--- src/rtl/spi_pkg.sv ---
// Shared types and sizing helpers for the SPI register-bus peripheral.
// Imported by the pin synchroniser and the protocol top.
package spi_pkg;

    typedef enum logic [2:0] {
        IDLE,
        CMD,
        ADDR,
        DUMMY,
        WDATA,
        RDATA,
        IGNORE
    } state_t;

    localparam logic [7:0] DEF_WRITE_CMD = 8'hA1;
    localparam logic [7:0] DEF_READ_CMD  = 8'h0B;

    function automatic int max2(input int a, input int b);
        return (a > b) ? a : b;
    endfunction

    function automatic int cnt_width(input int c, input int a,
                                     input int d, input int m);
        return $clog2(max2(max2(c, a), max2(d, m)) + 1);
    endfunction

endpackage

--- src/rtl/spi_pin_sync.sv ---
// Synchronises the asynchronous SPI pins into clk and derives SCK edges.
// STAGES must be at least 2.
module spi_pin_sync #(
    parameter int STAGES = 2
) (
    input  logic clk,
    input  logic rst,
    input  logic sck,
    input  logic cs,
    input  logic copi,
    output logic sck_rise,
    output logic sck_fall,
    output logic cs_act,
    output logic copi_s
);

    logic [STAGES-1:0] sck_q;
    logic [STAGES-1:0] cs_q;
    logic [STAGES-1:0] copi_q;
    logic              sck_d;

    always_ff @(posedge clk) begin
        if (rst) begin
            sck_q  <= '0;
            cs_q   <= '1;
            copi_q <= '0;
            sck_d  <= 1'b0;
        end else begin
            sck_q  <= {sck_q[STAGES-2:0], sck};
            cs_q   <= {cs_q[STAGES-2:0], cs};
            copi_q <= {copi_q[STAGES-2:0], copi};
            sck_d  <= sck_q[STAGES-1];
        end
    end

    assign sck_rise = sck_q[STAGES-1] & ~sck_d;
    assign sck_fall = ~sck_q[STAGES-1] & sck_d;
    assign cs_act   = ~cs_q[STAGES-1];
    assign copi_s   = copi_q[STAGES-1];

endmodule

--- src/rtl/spi_peripheral_rw.sv ---
// SPI mode-0 peripheral bridging command/address/data frames onto a
// register bus, with burst writes and prefetching burst reads.
module spi_peripheral_rw
    import spi_pkg::*;
#(
    parameter int               CMD_W       = 8,
    parameter int               ADDR_W      = 24,
    parameter int               DATA_W      = 32,
    parameter logic [CMD_W-1:0] WRITE_CMD   = CMD_W'(DEF_WRITE_CMD),
    parameter logic [CMD_W-1:0] READ_CMD    = CMD_W'(DEF_READ_CMD),
    parameter int               DUMMY_BITS  = 8,
    parameter int               SYNC_STAGES = 2
) (
    input  logic              clk,
    input  logic              rst,
    input  logic              sck,
    input  logic              cs,
    input  logic              copi,
    output logic              cipo,
    output logic              cipo_oe,
    output logic              wr_en,
    output logic [ADDR_W-1:0] wr_addr,
    output logic [DATA_W-1:0] wr_data,
    output logic              rd_req,
    output logic [ADDR_W-1:0] rd_addr,
    input  logic              rd_valid,
    input  logic [DATA_W-1:0] rd_data,
    output logic              rd_miss
);

    localparam int CNT_W = cnt_width(CMD_W, ADDR_W, DATA_W, DUMMY_BITS);
    localparam int SH_W  = max2(max2(CMD_W, ADDR_W), DATA_W);

    logic sck_rise, sck_fall, cs_act, copi_s;

    spi_pin_sync #(
        .STAGES(SYNC_STAGES)
    ) u_sync (
        .clk     (clk),
        .rst     (rst),
        .sck     (sck),
        .cs      (cs),
        .copi    (copi),
        .sck_rise(sck_rise),
        .sck_fall(sck_fall),
        .cs_act  (cs_act),
        .copi_s  (copi_s)
    );

    state_t            state, state_nxt;
    logic [CNT_W-1:0]  bit_cnt;
    logic [SH_W-1:0]   shift_in;
    logic [SH_W-1:0]   shifted;
    logic [ADDR_W-1:0] addr_cnt;
    logic [ADDR_W-1:0] addr_inc;
    logic [DATA_W-1:0] tx_sh;
    logic [DATA_W-1:0] hold_data;
    logic              hold_vld;
    logic              req_pend;
    logic              is_read;
    logic              armed;
    logic [SYNC_STAGES:0] settle;
    logic              last;
    logic              shifting;
    logic              load;
    logic              rd_take;
    logic [CMD_W-1:0]  opcode;
    logic              op_ok;

    assign shifted  = {shift_in[SH_W-2:0], copi_s};
    assign opcode   = shifted[CMD_W-1:0];
    assign op_ok    = (opcode == WRITE_CMD) || (opcode == READ_CMD);
    assign addr_inc = addr_cnt + 1'b1;
    assign shifting = sck_rise && (state != IDLE) && (state != IGNORE);
    assign load     = sck_fall && (state == RDATA) && (bit_cnt == '0);
    assign rd_take  = rd_valid && req_pend;

    assign cipo_oe = cs_act && ((state == DUMMY) || (state == RDATA));
    assign cipo    = cipo_oe & tx_sh[DATA_W-1];

    always_comb begin
        state_nxt = state;
        last      = 1'b0;
        unique case (state)
            CMD:    last = (bit_cnt == CNT_W'(CMD_W - 1));
            ADDR:   last = (bit_cnt == CNT_W'(ADDR_W - 1));
            DUMMY:  last = (bit_cnt == CNT_W'(DUMMY_BITS - 1));
            WDATA:  last = (bit_cnt == CNT_W'(DATA_W - 1));
            RDATA:  last = (bit_cnt == CNT_W'(DATA_W - 1));
            default: last = 1'b0;
        endcase
        if (!cs_act) begin
            state_nxt = IDLE;
        end else begin
            unique case (state)
                IDLE:  if (armed) state_nxt = CMD;
                CMD:   if (sck_rise && last)
                           state_nxt = op_ok ? ADDR : IGNORE;
                ADDR:  if (sck_rise && last)
                           state_nxt = is_read ? DUMMY : WDATA;
                DUMMY: if (sck_rise && last) state_nxt = RDATA;
                default: state_nxt = state;
            endcase
        end
    end

    always_ff @(posedge clk) begin
        if (rst) state <= IDLE;
        else     state <= state_nxt;
    end

    // A frame already in progress when reset lifts must not be decoded:
    // arm only after the synchroniser has flushed and CS is seen idle.
    always_ff @(posedge clk) begin
        if (rst) begin
            settle <= '0;
            armed  <= 1'b0;
        end else begin
            settle <= {settle[SYNC_STAGES-1:0], 1'b1};
            if (settle[SYNC_STAGES] && !cs_act) armed <= 1'b1;
        end
    end

    always_ff @(posedge clk) begin
        if (rst) begin
            bit_cnt   <= '0;
            shift_in  <= '0;
            addr_cnt  <= '0;
            tx_sh     <= '0;
            hold_data <= '0;
            hold_vld  <= 1'b0;
            req_pend  <= 1'b0;
            is_read   <= 1'b0;
            wr_en     <= 1'b0;
            wr_addr   <= '0;
            wr_data   <= '0;
            rd_req    <= 1'b0;
            rd_addr   <= '0;
            rd_miss   <= 1'b0;
        end else begin
            wr_en   <= 1'b0;
            rd_req  <= 1'b0;
            rd_miss <= 1'b0;
            if (!cs_act) begin
                bit_cnt  <= '0;
                shift_in <= '0;
                tx_sh    <= '0;
                hold_vld <= 1'b0;
                req_pend <= 1'b0;
                is_read  <= 1'b0;
            end else begin
                if (shifting) begin
                    shift_in <= shifted;
                    bit_cnt  <= last ? '0 : bit_cnt + 1'b1;
                end
                if (sck_rise && last && state == CMD)
                    is_read <= (opcode == READ_CMD);
                if (sck_rise && last && state == ADDR) begin
                    addr_cnt <= shifted[ADDR_W-1:0];
                    if (is_read) begin
                        rd_req   <= 1'b1;
                        rd_addr  <= shifted[ADDR_W-1:0];
                        req_pend <= 1'b1;
                    end
                end
                if (sck_rise && last && state == WDATA) begin
                    wr_en    <= 1'b1;
                    wr_addr  <= addr_cnt;
                    wr_data  <= shifted[DATA_W-1:0];
                    addr_cnt <= addr_inc;
                end
                // Word boundary: hand over prefetched data, issue next fetch.
                if (load) begin
                    if (hold_vld) begin
                        tx_sh <= hold_data;
                    end else if (rd_take) begin
                        tx_sh <= rd_data;
                    end else begin
                        tx_sh   <= '0;
                        rd_miss <= 1'b1;
                    end
                    hold_vld <= 1'b0;
                    addr_cnt <= addr_inc;
                    rd_req   <= 1'b1;
                    rd_addr  <= addr_inc;
                    req_pend <= 1'b1;
                end else begin
                    if (sck_fall && state == RDATA)
                        tx_sh <= {tx_sh[DATA_W-2:0], 1'b0};
                    if (rd_take) begin
                        hold_data <= rd_data;
                        hold_vld  <= 1'b1;
                        req_pend  <= 1'b0;
                    end
                end
            end
        end
    end

endmodule
--- config.mk ---
export PLATFORM = sky130hd
export DESIGN_NAME = spi_peripheral_rw
export DESIGN_NICKNAME = d
export VERILOG_FILES = /design/src/rtl/spi_pkg.sv /design/src/rtl/spi_pin_sync.sv /design/src/rtl/spi_peripheral_rw.sv
export SDC_FILE = /design/constraint.sdc
export NUM_CORES = 1
export LEC_CHECK = 0
export BUFFER_PORTS_ARGS = -buffer_cell sky130_fd_sc_hd__buf_4
export CORE_UTILIZATION = 45
export DETAILED_ROUTE_END_ITERATION = 10
export MAX_ROUTING_LAYER = met4
export PLACE_DENSITY = 0.71
export SLEW_MARGIN = 20
export SYNTH_ARGS = -nofsm -noshare
export SYNTH_HDL_FRONTEND = slang
export SYNTH_SLANG_ARGS = --single-unit
export TNS_END_PERCENT = 1
--- constraint.sdc ---
create_clock -name clk -period 3 [get_ports clk]
set_input_delay 0.45 -clock clk [delete_from_list [all_inputs] [get_ports clk]]
set_output_delay 0.45 -clock clk [all_outputs]
set_load 0.05 [all_outputs]
======== Word-level counts from Yosys, hierarchy flattened ========
Index checks and enable logic that the tools add are counted.
word-level totals
  register bits ........................... 225
  output and inout port bits .............. 85
cells by class
  add/sub/neg operators ................... 2
  equal/unequal tests ..................... 15
  muxes and demuxes ....................... 29
  bitwise operators ....................... 7
  reductions and logical operators ........ 34
operators with widths
  cell                                                             count
  24-bit 2-to-1 mux                                                6
  32-bit 2-to-1 mux                                                4
  24-bit by 1-bit adder with 24-bit output, second input constant  1
  3-bit 2-to-1 mux                                                 6
  6-bit by 5-bit == test with 1-bit output, second input constant  2
  3-bit one-hot mux with 4 select lines                            1
  3-bit nonzero test                                               4
  1-bit logical AND                                                11
  1-bit 2-to-1 mux                                                 10
  8-bit by 4-bit == test with 1-bit output, second input constant  1
  8-bit == test, second input constant                             1
  6-bit by 1-bit adder with 6-bit output, second input constant    1
  3-bit by 2-bit == test with 1-bit output, second input constant  2
  3-bit == test, second input constant                             2
  6-bit by 3-bit == test with 1-bit output, second input constant  1
  6-bit zero test                                                  1
  6-bit 2-to-1 mux                                                 1
  2-bit != test, second input constant                             3
  2-bit AND reduction                                              3
  3-bit AND reduction                                              2
  2-bit nonzero test                                               3
  2-bit OR reduction                                               3
  5-bit AND reduction                                              1
  1-bit inverter                                                   4
  other kinds (10)                                                 13

======== Depth between registers and ports, before layout ========
  depth in word-level cells ............... 8
  depth in mapped cells ................... 10

======== Hierarchy ========
A second synthesis with hierarchy kept.
second synthesis, totals
  cell total of the unflattened synthesis .. 1268
  area, all modules ....................... 10060.9 um2
by module, submodules not included
  module             instances  cells each  area an instance (um2)  sequential area each (um2)
  spi_peripheral_rw  1          1251        9860.7                  4364.2
  spi_pin_sync       1          17          200.2                   140.1

======== Least setup slack after synthesis ========
OpenSTA, ideal clock, no wires.
  path kind ............................... register to output
  from .................................... register u_sync.cs_q[1]
  to ...................................... output port cipo
  data arrival time ....................... 2.246 ns
  path slack .............................. 0.304 ns
  cell stages (with the launch flop) ...... 4
  cell sequence ........................... dfxtp_1 -> clkbuf_1 -> nor3_1 -> and2_1
between the ends
  word-level cells in the longest chain between the ends .. 3
ends and longest elaborated chain
  item                             RTL line                 text
  start: declaration               spi_pin_sync.sv:18       logic [STAGES-1:0] cs_q;
  start signal: assignment         spi_pin_sync.sv:30       cs_q <= {cs_q[STAGES-2:0], cs};
  1-bit inverter (no source line)  --
  1-bit logical AND                spi_peripheral_rw.sv:78  assign cipo_oe = cs_act && ((state == DUMMY) || (state == RDATA));
  via cipo_oe                      spi_peripheral_rw.sv:20  output logic cipo_oe,
  1-bit bitwise AND                spi_peripheral_rw.sv:79  assign cipo = cipo_oe & tx_sh[DATA_W-1];
  end: declaration                 spi_peripheral_rw.sv:19  output logic cipo,
The timed path passes the listed nets, and every way through them passes these cells.

======== Final worst setup path ========
  from .................................... register state[0]
  to ...................................... register addr_cnt[0]
between the ends
  word-level cells in the longest chain between the ends .. 7
  elaborated cells between the ends (all ways) .. 17
  those cells by class .................... eq/ne: 5; mux: 3; reduce/logical: 9
ends and longest elaborated chain
  item                                                                       RTL line                                            text
  start: declaration                                                         spi_peripheral_rw.sv:50                             state_t state, state_nxt;
  start signal: assignment                                                   spi_peripheral_rw.sv:109                            else state <= state_nxt;
  3-bit == test, or another cell as far along                                spi_peripheral_rw.sv:75, spi_peripheral_rw.sv:84
  2-bit OR reduction (no source line)                                        --
  1-bit one-hot mux with 3 select lines                                      spi_peripheral_rw.sv:84                             unique case (state)
  1-bit logical AND                                                          spi_peripheral_rw.sv:158, spi_peripheral_rw.sv:166
  1-bit logical AND, on equally long branches                                spi_peripheral_rw.sv:158, spi_peripheral_rw.sv:166
  3-bit nonzero test (no source line) or 24-bit 2-to-1 mux (tied branches)   --
  2-bit AND reduction (no source line) or 24-bit 2-to-1 mux (tied branches)  --
  end signal: assignment                                                     spi_peripheral_rw.sv:159                            addr_cnt <= shifted[ADDR_W-1:0];
  end signal: assignment                                                     spi_peripheral_rw.sv:170                            addr_cnt <= addr_inc;
  end signal: assignment                                                     spi_peripheral_rw.sv:183                            addr_cnt <= addr_inc;
  end: declaration                                                           spi_peripheral_rw.sv:54                             logic [ADDR_W-1:0] addr_cnt;
Several ways; a longest one is shown, not always the timed one.
A chain may end at the register's enable or synchronous reset.

==> impl_metrics.prom <==
# TYPE chip_impl_metric gauge
chip_impl_metric{name="final.setup.worst_slack",unit="ns"} 0.459
chip_impl_metric{name="final-setup-viol-count",unit=""} 0
chip_impl_metric{name="achievable_clock_frequency",unit="MHz"} 394
chip_impl_info{name="clk_root_buffer_cell",value="clkbuf_16"} 1
chip_impl_info{name="outcome",value="completed"} 1
chip_impl_metric{name="number_of_slew_limit_violations_in_the_final_report",unit=""} 0
chip_impl_metric{name="drt_pre_antenna_iters",unit=""} 6
chip_impl_metric{name="io_buffers",unit=""} 122
chip_impl_metric{name="layout.core_utilization",unit="%"} 55.2
chip_impl_metric{name="post-route-min-period",unit="ns"} 2.54
chip_impl_metric{name="rrSetupSlack",unit="ns"} 0.46
chip_impl_info{name="rr_startpoint",value="state[0]"} 1
chip_impl_metric{name="cts_buffers",unit=""} 24
chip_impl_info{name="grt_setup_unrepaired",value="false"} 1
chip_impl_metric{name="syn-cell-area",unit="um^2"} 9670
chip_impl_metric{name="die_w",unit="um"} 149
chip_impl_metric{name="grt_pass1_wl",unit="um"} 41200
chip_impl_info{name="hold_path_end",value="u_sync.cs_q[0]"} 1
chip_impl_metric{name="leakagePower",unit="nW"} 3.98
chip_impl_metric{name="seq_area_frac_synth",unit="%"} 46.6
chip_impl_info{name="synthFlopType",value="dfxtp_1"} 1
chip_impl_metric{name="yosysWarningCount",unit=""} 0
chip_impl_metric{name="fin_worst_hold_slack",unit="ns"} 0.113
chip_impl_metric{name="cts_repair_resize_count",unit=""} 0
chip_impl_metric{name="grt_start_max_net_pins",unit=""} 69
chip_impl_metric{name="power_density",unit="nW/um^2"} 542
chip_impl_metric{name="cts.path.max_buffers",unit=""} 3
chip_impl_metric{name="globalplace.congestion",unit=""} 0.920
chip_impl_metric{name="vdd.ir_drop.worst",unit="mV"} 0.471
chip_impl_metric{name="insertedDiodeCount",unit=""} 0
chip_impl_metric{name="insertion_delay",unit="ns"} 0.53
chip_impl_info{name="endpoint_kind",value="flop"} 1
chip_impl_metric{name="yosys_register_bits",unit=""} 225
chip_impl_metric{name="detailed_place.area",unit="um^2"} 10700
chip_impl_metric{name="die_span_y",unit="um"} 149
chip_impl_info{name="yosys.cell_count.top_type",value="nand2_1"} 1
chip_impl_metric{name="timing.critical_path.slowest_cell_delay",unit="ns"} 0.54
chip_impl_metric{name="async_reset_ff_share",unit="%"} 0
chip_impl_info{name="crit_chain",value="inv_1, o41ai_2, o2111ai_2, and2_1, or4_1, o311ai_1"} 1
chip_impl_metric{name="worst-slew-pin-transition",unit="ns"} 1.15
chip_impl_metric{name="reg2regPathDepth",unit=""} 6
chip_impl_metric{name="routedWlPerCell",unit="um"} 16.4
chip_impl_info{name="synth.top_cells.by_count",value="nand2_1, dfxtp_1, a21oi_1"} 1
chip_impl_info{name="synth.area.top_cells",value="dfxtp_1, nand2_1, a21oi_1, nor2_1, mux2i_1"} 1
chip_impl_info{name="startpoint_type",value="flop"} 1
chip_impl_metric{name="timing.setup.tns",unit="ns"} 0
chip_impl_metric{name="via_count_of_the_first_global_routing_pass",unit=""} 8033
chip_impl_metric{name="initial_antenna_violation_count",unit=""} 0
chip_impl_metric{name="core-area",unit="um^2"} 21000
chip_impl_metric{name="initial_core_util",unit="%"} 46.0
chip_impl_info{name="worst-setup-path-type",value="reg2reg"} 1
chip_impl_metric{name="slew_headroom",unit="%"} 23.3
chip_impl_metric{name="gr-usage-all-layers",unit="%"} 23.6
chip_impl_metric{name="detailedRoute.firstIterationViolations",unit=""} 534
chip_impl_metric{name="ys_types",unit=""} 62
chip_impl_metric{name="cts_htree_levels",unit=""} 1
chip_impl_metric{name="fraction_of_layout_instances_using_a_drive_strength_above_1",unit="%"} 17.6
chip_impl_metric{name="clkTransAtPathRegs",unit="ns"} 0.06
chip_impl_metric{name="area.sequential",unit="um^2"} 4500
chip_impl_info{name="synth_top_area_cell",value="dfxtp_1"} 1
chip_impl_metric{name="drt-vias-per-instance",unit=""} 5.57
chip_impl_metric{name="place_hpwl",unit="um"} 16800
chip_impl_metric{name="post_route_drc",unit=""} 0
chip_impl_metric{name="cp_max_fo",unit=""} 17
chip_impl_metric{name="finalCritPeriodShare",unit="%"} 84.7
chip_impl_metric{name="arrival",unit="ns"} 2.97
chip_impl_metric{name="place_worst_setup_slack",unit="ns"} 0.534
chip_impl_metric{name="growth_of_design_area_from_synthesis_to_finish",unit="%"} 20.1
chip_impl_metric{name="cp_data_required_time",unit="ns"} 3.43
chip_impl_metric{name="min_path_cells",unit=""} 2
chip_impl_metric{name="clock-sinks",unit=""} 225
chip_impl_info{name="r2r_end",value="addr_cnt[0]"} 1
chip_impl_metric{name="globalRoute.totalOverflow",unit=""} 0
chip_impl_metric{name="post_cts.repair.setup_buffers",unit=""} 0
chip_impl_metric{name="multi_input_combinational_cell_area",unit="um^2"} 4690
chip_impl_metric{name="maxCapViolations",unit=""} 0
chip_impl_info{name="crit_path_top_delay_cell",value="or4_1"} 1
chip_impl_metric{name="final_hold_vios",unit=""} 0
chip_impl_metric{name="postSynthAreaPerCell",unit="um^2"} 8.08
chip_impl_metric{name="syn_inst",unit=""} 1196
chip_impl_metric{name="core.rowCount",unit=""} 53
chip_impl_metric{name="routed-via-count",unit=""} 8720
chip_impl_metric{name="final_cell_area",unit="um^2"} 11600
chip_impl_metric{name="io_pins",unit=""} 123
chip_impl_metric{name="num-fill-cells",unit=""} 1965
chip_impl_info{name="worstHoldPathType",value="in2reg"} 1
chip_impl_info{name="tritoncts",value="yes"} 1
chip_impl_metric{name="antenna_left",unit=""} 0
chip_impl_metric{name="synth_edf_count",unit=""} 0
chip_impl_metric{name="clock_skew",unit="ns"} 0.0199
chip_impl_metric{name="number_of_buffers_inserted_for_hold_repair_after_clock_tree_synthesis",unit=""} 0
chip_impl_metric{name="design.final.nets",unit=""} 1313
chip_impl_info{name="holdCritStartpoint",value="cs"} 1
chip_impl_metric{name="synth_top_area_share",unit="%"} 46.6
chip_impl_metric{name="post_syn_nets",unit=""} 1237
chip_impl_metric{name="die_area",unit="um^2"} 22100
chip_impl_metric{name="drt-total-wl",unit="um"} 25600
per-layer routing:
| metal | global-route usage [%] | part of all wire [%] | up-vias |
|---|---|---|---|
| met2 | 37.9 | 47 | 253 |
| met1 | 30.7 | 45 | 4118 |
| met5 | - | 0 | - |
| met4 | 6.55 | 2.2 | 0 |
| met3 | 3.74 | 6.0 | 52 |
| li1 | - | - | 4297 |
worst max-delay path by stage:
stage,from,end,slack (ns)
2_1_floorplan,u_sync.cs_q[1],cipo,0.30
3_3_place_gp,state[0],addr_cnt[0],0.60
3_5_place_dp,state[0],addr_cnt[0],0.53
4_1_cts,state[2],cipo,0.45
5_1_grt,state[0],tx_sh[28],0.29
6_report,state[0],addr_cnt[0],0.46
through the flow:
stage / total power [mW] / instances
after floorplan: 3.13 / 1196
after global placement: 3.19 / 1521
after detailed placement: 3.19 / 1521
after CTS: 6.34 / 1565
after global routing: 6.47 / 1565
final: 6.29 / 1565
layout make-up:
cell class / instances / area share, %
clock buffers: 35 / 6.22
clock inverters: 9 / 1.27
inverters: 17 / 0.550
multi-input cells: 854 / 40.4
flip-flops and latches: 225 / 38.8
well taps: 275 / 2.96
repair buffers: 150 / 9.81
cell families (layout without fill, tap and decap cells):
logic type | after synthesis | after routing | synth area share [%]
buf+inv | 117 | 211 | 5.01
fa+ha+maj | 3 | 3 | 0.388
simple gates | 513 | 513 | 23.1
mux | 48 | 48 | 5.19
compound gates | 269 | 269 | 17.9
flops | 225 | 225 | 46.6
xor+xnor | 21 | 21 | 1.90
registers in the layout, indices dropped and copies added (netlist names), 2 cells and up:
signal	count
u_sync.sck_q	2
bit_cnt	6
u_sync.copi_q	2
addr_cnt	24
tx_sh	32
state	3
settle	3
hold_data	32
wr_addr	24
rd_addr	24
u_sync.cs_q	2
shift_in	31
wr_data	32
layout by cell type (no fill, tap or decap), types with 17 or more instances in the layout:
| cell type | instances |
|---|---|
| a211oi_1 | 23 |
| a21oi_1 | 157 |
| buf_4 | 149 |
| clkbuf_16 | 24 |
| dfxtp_1 | 225 |
| inv_1 | 17 |
| mux2_2 | 17 |
| mux2i_1 | 31 |
| nand2_1 | 285 |
| nand3_1 | 25 |
| nor2_1 | 84 |
| nor3_1 | 45 |
where the power goes:
part | internal (mW) | switching (mW) | leakage, nW | total [mW]
sequential | 2.99 | 0.00581 | 1.81 | 3.00
combinational | 0.0532 | 0.0722 | 1.74 | 0.125
clock | 1.94 | 1.23 | 0.426 | 3.17
worst max-delay path, delay by kind of cell (launching register included):
kind	cells	cell delay (ns)
DFF	1	0.49
buffers and inverters	1	0.14
and+or+nand+nor	2	0.98
AOI/OAI and AO/OA	3	0.83
Power figures use the tool's default switching activity.
